**config.mk**
```make
export PLATFORM = sky130hd
export DESIGN_NAME = serial_sched
export DESIGN_NICKNAME = d
export VERILOG_FILES = /design/src/rtl/serial_sched.sv
export SDC_FILE = /design/constraint.sdc
export NUM_CORES = 1
export LEC_CHECK = 0
export CAP_MARGIN = 20
export CORE_UTILIZATION = 30
export CTS_CLUSTER_SIZE = 30
export DETAILED_ROUTE_END_ITERATION = 8
export GPL_TIMING_DRIVEN = 0
export SYNTH_ARGS = -nofsm -noshare
export SYNTH_HDL_FRONTEND = slang
export SYNTH_SLANG_ARGS = --single-unit
```
**constraint.sdc**
```tcl
create_clock -name clk -period 2.3 [get_ports clk]
set_input_delay 0.575 -clock clk [delete_from_list [all_inputs] [get_ports clk]]
set_output_delay 0.575 -clock clk [all_outputs]
set_load 0.01 [all_outputs]
```
**src/rtl/serial_sched.sv**
```systemverilog
// Round-robin scheduler sharing one CORE-lane parallel-to-serial shifter between
// NREQ producers; emits the shifter load strobe plus per-element buffer writes.
module serial_sched #(
    parameter int CORE   = 16,
    parameter int NREQ   = 4,
    parameter int LWIDTH = 5,
    parameter int AWIDTH = 12,
    parameter int SWIDTH = 2
) (
    input  logic                   clk,
    input  logic                   xrst,
    input  logic [NREQ-1:0]        req,
    input  logic [NREQ*LWIDTH-1:0] req_len,
    input  logic [NREQ*AWIDTH-1:0] req_base,
    output logic [NREQ-1:0]        gnt,
    output logic [SWIDTH-1:0]      sel,
    output logic                   serial_we,
    output logic                   mem_we,
    output logic [AWIDTH-1:0]      mem_addr,
    output logic                   busy
);

    localparam logic [1:0] ST_IDLE  = 2'd0;
    localparam logic [1:0] ST_LOAD  = 2'd1;
    localparam logic [1:0] ST_SHIFT = 2'd2;

    localparam logic [LWIDTH-1:0] FULL_LEN = LWIDTH'(CORE);

    logic [1:0]        state_q, state_d;
    logic [SWIDTH-1:0] ptr_q, ptr_d;
    logic [LWIDTH-1:0] len_q, len_d;
    logic [LWIDTH-1:0] k_q, k_d;
    logic [AWIDTH-1:0] addr_q, addr_d;
    logic [NREQ-1:0]   gnt_q, gnt_d;
    logic [SWIDTH-1:0] sel_q, sel_d;
    logic              serial_we_q, serial_we_d;
    logic              mem_we_q, mem_we_d;
    logic [AWIDTH-1:0] mem_addr_q, mem_addr_d;
    logic              busy_q, busy_d;

    logic [LWIDTH-1:0] len_arr  [NREQ];
    logic [AWIDTH-1:0] base_arr [NREQ];

    for (genvar g = 0; g < NREQ; g++) begin : g_unpack
        assign len_arr[g]  = req_len[g*LWIDTH +: LWIDTH];
        assign base_arr[g] = req_base[g*AWIDTH +: AWIDTH];
    end

    // Round-robin pick: first set request at or after the pointer, with wrap.
    logic              any_req;
    logic [SWIDTH-1:0] win;
    logic [SWIDTH-1:0] cand;
    int                scan_idx;

    always_comb begin
        any_req  = 1'b0;
        win      = '0;
        cand     = '0;
        scan_idx = 0;
        for (int i = 0; i < NREQ; i++) begin
            scan_idx = int'(ptr_q) + i;
            if (scan_idx >= NREQ) begin
                scan_idx = scan_idx - NREQ;
            end
            cand = SWIDTH'(scan_idx);
            if (!any_req && req[cand]) begin
                any_req = 1'b1;
                win     = cand;
            end
        end
    end

    logic start_load;

    always_comb begin
        // NOTE: every always_comb output gets a default first so no path leaves it unassigned (no latch).
        state_d     = state_q;
        ptr_d       = ptr_q;
        len_d       = len_q;
        k_d         = k_q;
        addr_d      = addr_q;
        gnt_d       = '0;
        sel_d       = sel_q;
        serial_we_d = 1'b0;
        mem_we_d    = 1'b0;
        mem_addr_d  = mem_addr_q;
        start_load  = 1'b0;

        case (state_q)
            ST_IDLE: begin
                start_load = any_req;
            end
            ST_LOAD: begin
                state_d    = ST_SHIFT;
                k_d        = '0;
                mem_we_d   = 1'b1;
                mem_addr_d = addr_q;
            end
            ST_SHIFT: begin
                if (k_q == len_q - LWIDTH'(1)) begin
                    start_load = any_req;
                    state_d    = ST_IDLE;
                end else begin
                    k_d        = k_q + LWIDTH'(1);
                    mem_we_d   = 1'b1;
                    mem_addr_d = addr_q + AWIDTH'(k_q) + AWIDTH'(1);
                end
            end
            default: begin
                state_d = ST_IDLE;
            end
        endcase

        if (start_load) begin
            state_d     = ST_LOAD;
            gnt_d[win]  = 1'b1;
            sel_d       = win;
            serial_we_d = 1'b1;
            addr_d      = base_arr[win];
            // Zero or oversize lengths mean a full vector.
            if (len_arr[win] == '0 || len_arr[win] > FULL_LEN) begin
                len_d = FULL_LEN;
            end else begin
                len_d = len_arr[win];
            end
            if (win == SWIDTH'(NREQ - 1)) begin
                ptr_d = '0;
            end else begin
                ptr_d = win + SWIDTH'(1);
            end
        end

        busy_d = (state_d != ST_IDLE);
    end

    // NOTE: sequential state uses non-blocking assignments only, so every flop samples pre-edge values.
    always_ff @(posedge clk or negedge xrst) begin
        if (!xrst) begin
            state_q     <= ST_IDLE;
            ptr_q       <= '0;
            len_q       <= '0;
            k_q         <= '0;
            addr_q      <= '0;
            gnt_q       <= '0;
            sel_q       <= '0;
            serial_we_q <= 1'b0;
            mem_we_q    <= 1'b0;
            mem_addr_q  <= '0;
            busy_q      <= 1'b0;
        end else begin
            state_q     <= state_d;
            ptr_q       <= ptr_d;
            len_q       <= len_d;
            k_q         <= k_d;
            addr_q      <= addr_d;
            gnt_q       <= gnt_d;
            sel_q       <= sel_d;
            serial_we_q <= serial_we_d;
            mem_we_q    <= mem_we_d;
            mem_addr_q  <= mem_addr_d;
            busy_q      <= busy_d;
        end
    end

    assign gnt       = gnt_q;
    assign sel       = sel_q;
    assign serial_we = serial_we_q;
    assign mem_we    = mem_we_q;
    assign mem_addr  = mem_addr_q;
    assign busy      = busy_q;

endmodule

```
==> impl_metrics.env <==
export IMPL_drtIter0Drc=103
export IMPL_antenna_left=0
export IMPL_synth_flop_cell="dfrtp_1"
export IMPL_ys_ff_latch=47
export IMPL_hp_class="input pin to async pin"
export IMPL_initial_core_util_pct=30.81
export IMPL_cp_max_fo=8
export IMPL_power_switching_uw=2353
export IMPL_grt_pass1_vias=3145
export IMPL_power_density_nw_per_um2=1150
export IMPL_antenna_found_initial=0
export IMPL_wire_per_inst_um=15.97
export IMPL_antenna_cells=0
export IMPL_synth_area_um2=3354
export IMPL_numCtsBuffers=5
export IMPL_clk_latency_ns=0.31
export IMPL_core_um2=10890
export IMPL_clock_sinks=47
export IMPL_met3_usage_pct=2.785
export IMPL_critPathKind="input pin to register"
export IMPL_synth_simple_area_share_pct=17.79
export IMPL_finClkSkew_ns=0.005838
export IMPL_min_period_ns=2.239
export IMPL_synth_top_family_by_area="compound AO/OA/AOI/OAI gates"
export IMPL_synth_most_common_cell="dfrtp_1"
export IMPL_startpoint_type="input pin"
export IMPL_synth_compound_area_share_pct=25.29
export IMPL_portBuffers=94
export IMPL_die_height_um=107.7
export IMPL_ioPinCount=95
export IMPL_synthTopCellsByArea="dfrtp_1 (35%), a211oi_1 (7.8%), and3_1 (6.3%), ha_1 (6.0%), o211ai_1 (4.5%)"
export IMPL_synth_adder_area_share_pct=6.565
export IMPL_clk_transition_reported_paths_ns=0.09
export IMPL_r2r_slack_ns=0.08
export IMPL_synthDistinctLibCells=55
export IMPL_grt_ovfl_total=0
export IMPL_p_leak_uw=0.002014
export IMPL_wirelength_um=9470
export IMPL_p_comb_share_pct=61.1
export IMPL_grt_max_degree=30
export IMPL_grtUsageMet1_pct=21.88
export IMPL_hold_viol_final=0
export IMPL_synth_cells=348
export IMPL_die_area_um2=11610
export IMPL_internal_power_uw=3175
export IMPL_area_growth_pct=43.23
export IMPL_ir_drop_mv=0.3956
export IMPL_busiest_layer="met2"
export IMPL_gp_congestion=0.8613
export IMPL_ctsHoldBuffers=0
export IMPL_p_sw_share_pct=42.56
export IMPL_vias=3102
export IMPL_root_buffer="clkbuf_8"
export IMPL_synthMuxAreaShare_pct=5.819
export IMPL_htree_levels=2
export IMPL_synth_seq_area_share_pct=35.06
export IMPL_async_flop_share_pct=100.0
export IMPL_crit_arrival_ns=2.45
export IMPL_final_nets=544
export IMPL_dpl_hpwl_um=7562
export IMPL_clockBufferDepth=2
export IMPL_crit_required_ns=2.51
export IMPL_seqPwrFrac_pct=27.8
export IMPL_layout_drive_gt1_share_pct=15.01
export IMPL_syn_num_nets=439
export IMPL_synthXorXnorAreaFrac_pct=3.394
export IMPL_end_kind="register"
export IMPL_post_route_period_util_pct=97.36
export IMPL_via_per_inst=5.231
export IMPL_postLayoutCoreUtil_pct=44.13
export IMPL_relSlewSlack_pct=65.53
export IMPL_synth_common_cells="dfrtp_1 (47), a211oi_1 (35), and3_1 (34), o211ai_1 (20)"
export IMPL_fmax_ghz=0.4466
export IMPL_synth_enable_flop_cells=0
export IMPL_rsz0062_at_grt="yes"
export IMPL_cts_tree="built"
export IMPL_maxSlewViolCount=0
export IMPL_drc=0
export IMPL_seqCellArea_um2=1177
export IMPL_row_count=38
export IMPL_yosysTopAreaCell="dfrtp_1"
export IMPL_finalNonFillerCells=593
export IMPL_synth_top_cell_area_share_pct=35.06
export IMPL_fillers=1048
export IMPL_syn_area_per_cell_um2=9.639
export IMPL_grt_pass1_wl_um=15530
export IMPL_multi_input_area_um2=2115
export IMPL_placed_cells_incl_taps=583
export IMPL_die_x_um=107.7
export IMPL_first_pass_iters=4
export IMPL_drv_cap=0
export IMPL_outcome="completed"
export IMPL_yosysWarnings=0
export IMPL_worst_pin_slew_ns=0.5123
export IMPL_setup_viol=0
export IMPL_clkPwrFrac_pct=11.1
export IMPL_grtUsageTotal_pct=16.88
export IMPL_met2_usage_pct=28.48
==> layer usage <==
layer,share of wire [%],vias up,wire [µm]
li1,-,1550,-
met1,47,1448,4472
met2,47,91,4432
met3,4.0,13,383
met4,1.9,0,181
met5,0,-,0
==> cells in the final DEF (no fill, tap or decap), types with 3 or more instances in the layout <==
cell and n:
nand2b_1 6, dlygate4sd2_1 3, nand4_1 3, clkbuf_1 7, nand3_1 15, and3_1 34, a211oi_1 35, and2_1 6
clkbuf_8 6, o31ai_1 14, clkbuf_2 3, o211ai_1 20, ha_1 14, inv_1 11, a21oi_1 9, xnor2_1 8
or4_1 5, xor2_1 5, nand2_1 9, buf_4 9, a22o_1 3, mux2i_1 6, dfrtp_1 46, nor4_1 3
o21ai_0 8, buf_6 4, clkdlybuf4s50_1 87, nor2_1 4, mux2_2 11, buf_2 3
==> metrics by stage <==
stage	setup WS [ns]	setup TNS (ns)	hold slack, ns	area, µm²	power (µW)
after CTS	0.01852	0	0.2232	4707	5411
final	0.06070	0	0.2127	4805	5528
after global routing	-0.003734	-0.003734	0.2375	4805	5963
after detailed placement	-0.7755	-10.30	0.4963	4532	4705
after floorplan	-0.02724	-0.1090	0.2794	3401	3623
after global placement	-0.7199	-43.01	0.4908	4517	4606
==> critical path, cell delays in order <==
cell	delay (ns)
clkdlybuf4s15_2	0.20
nand2b_4	0.14
a211o_4	0.33
and2_4	0.19
mux2i_1	0.12
mux2_4	0.29
ha_4	0.28
o41ai_4	0.32
==> area by class of cell <==
class / instances / share of cell area, %
clock inverter: 2 / 0.7812
clock buffer: 5 / 1.432
multi-input combinational: 262 / 44.01
sequential: 47 / 24.51
timing repair buffer: 101 / 20.89
buffer: 22 / 3.437
tap: 140 / 3.646
inverter: 14 / 1.302
==> registers in the layout, indices dropped and copies added (netlist names) <==
signal	flops
serial_we	1
mem_we	1
k_q	5
ptr_q	2
len_q	5
addr_q	12
busy	1
mem_addr	12
state_q	2
sel	2
gnt	4
==> power groups by stage <==
stage	Clock, µW	Combinational, µW	Sequential (µW)
2_1_floorplan	0	2080	1540
3_3_place_gp	0	3080	1530
3_5_place_dp	0	3160	1550
4_1_cts	626	3250	1530
5_1_grt	652	3710	1600
6_report	614	3380	1530
==> worst paths after layout <==
check | startpoint | end | depth (start not counted)
worst max-delay path | req[3] | len_q[2] | 8
worst max register to register | ptr_q[0] | len_q[2] | 7
max in group asynchronous | xrst | mem_addr[10] | 2
worst min-delay path | xrst | state_q[1] | 1
worst min register to register | mem_addr[10] | mem_addr[10] | 1
min in group clk | mem_addr[10] | mem_addr[10] | 1
==> timing repair <==
| action | in CTS | in global routing |
|---|---|---|
| pin swaps | 4 | 7 |
| buffers inserted | 4 | 2 |
| resized for setup | 21 | 17 |
| setup endpoints to repair | 14 | 23 |
==> cells by family (layout without fill, tap and decap cells) <==
logic type | after synthesis | after routing
AND/OR/NAND/NOR | 101 | 101
adder cells (fa/ha/maj) | 17 | 17
flip-flops | 47 | 47
AO/OA/AOI/OAI | 113 | 113
buffers and inverters | 39 | 144
XOR/XNOR | 13 | 13
multiplexers | 18 | 18
(Power assumes the default switching activity.)
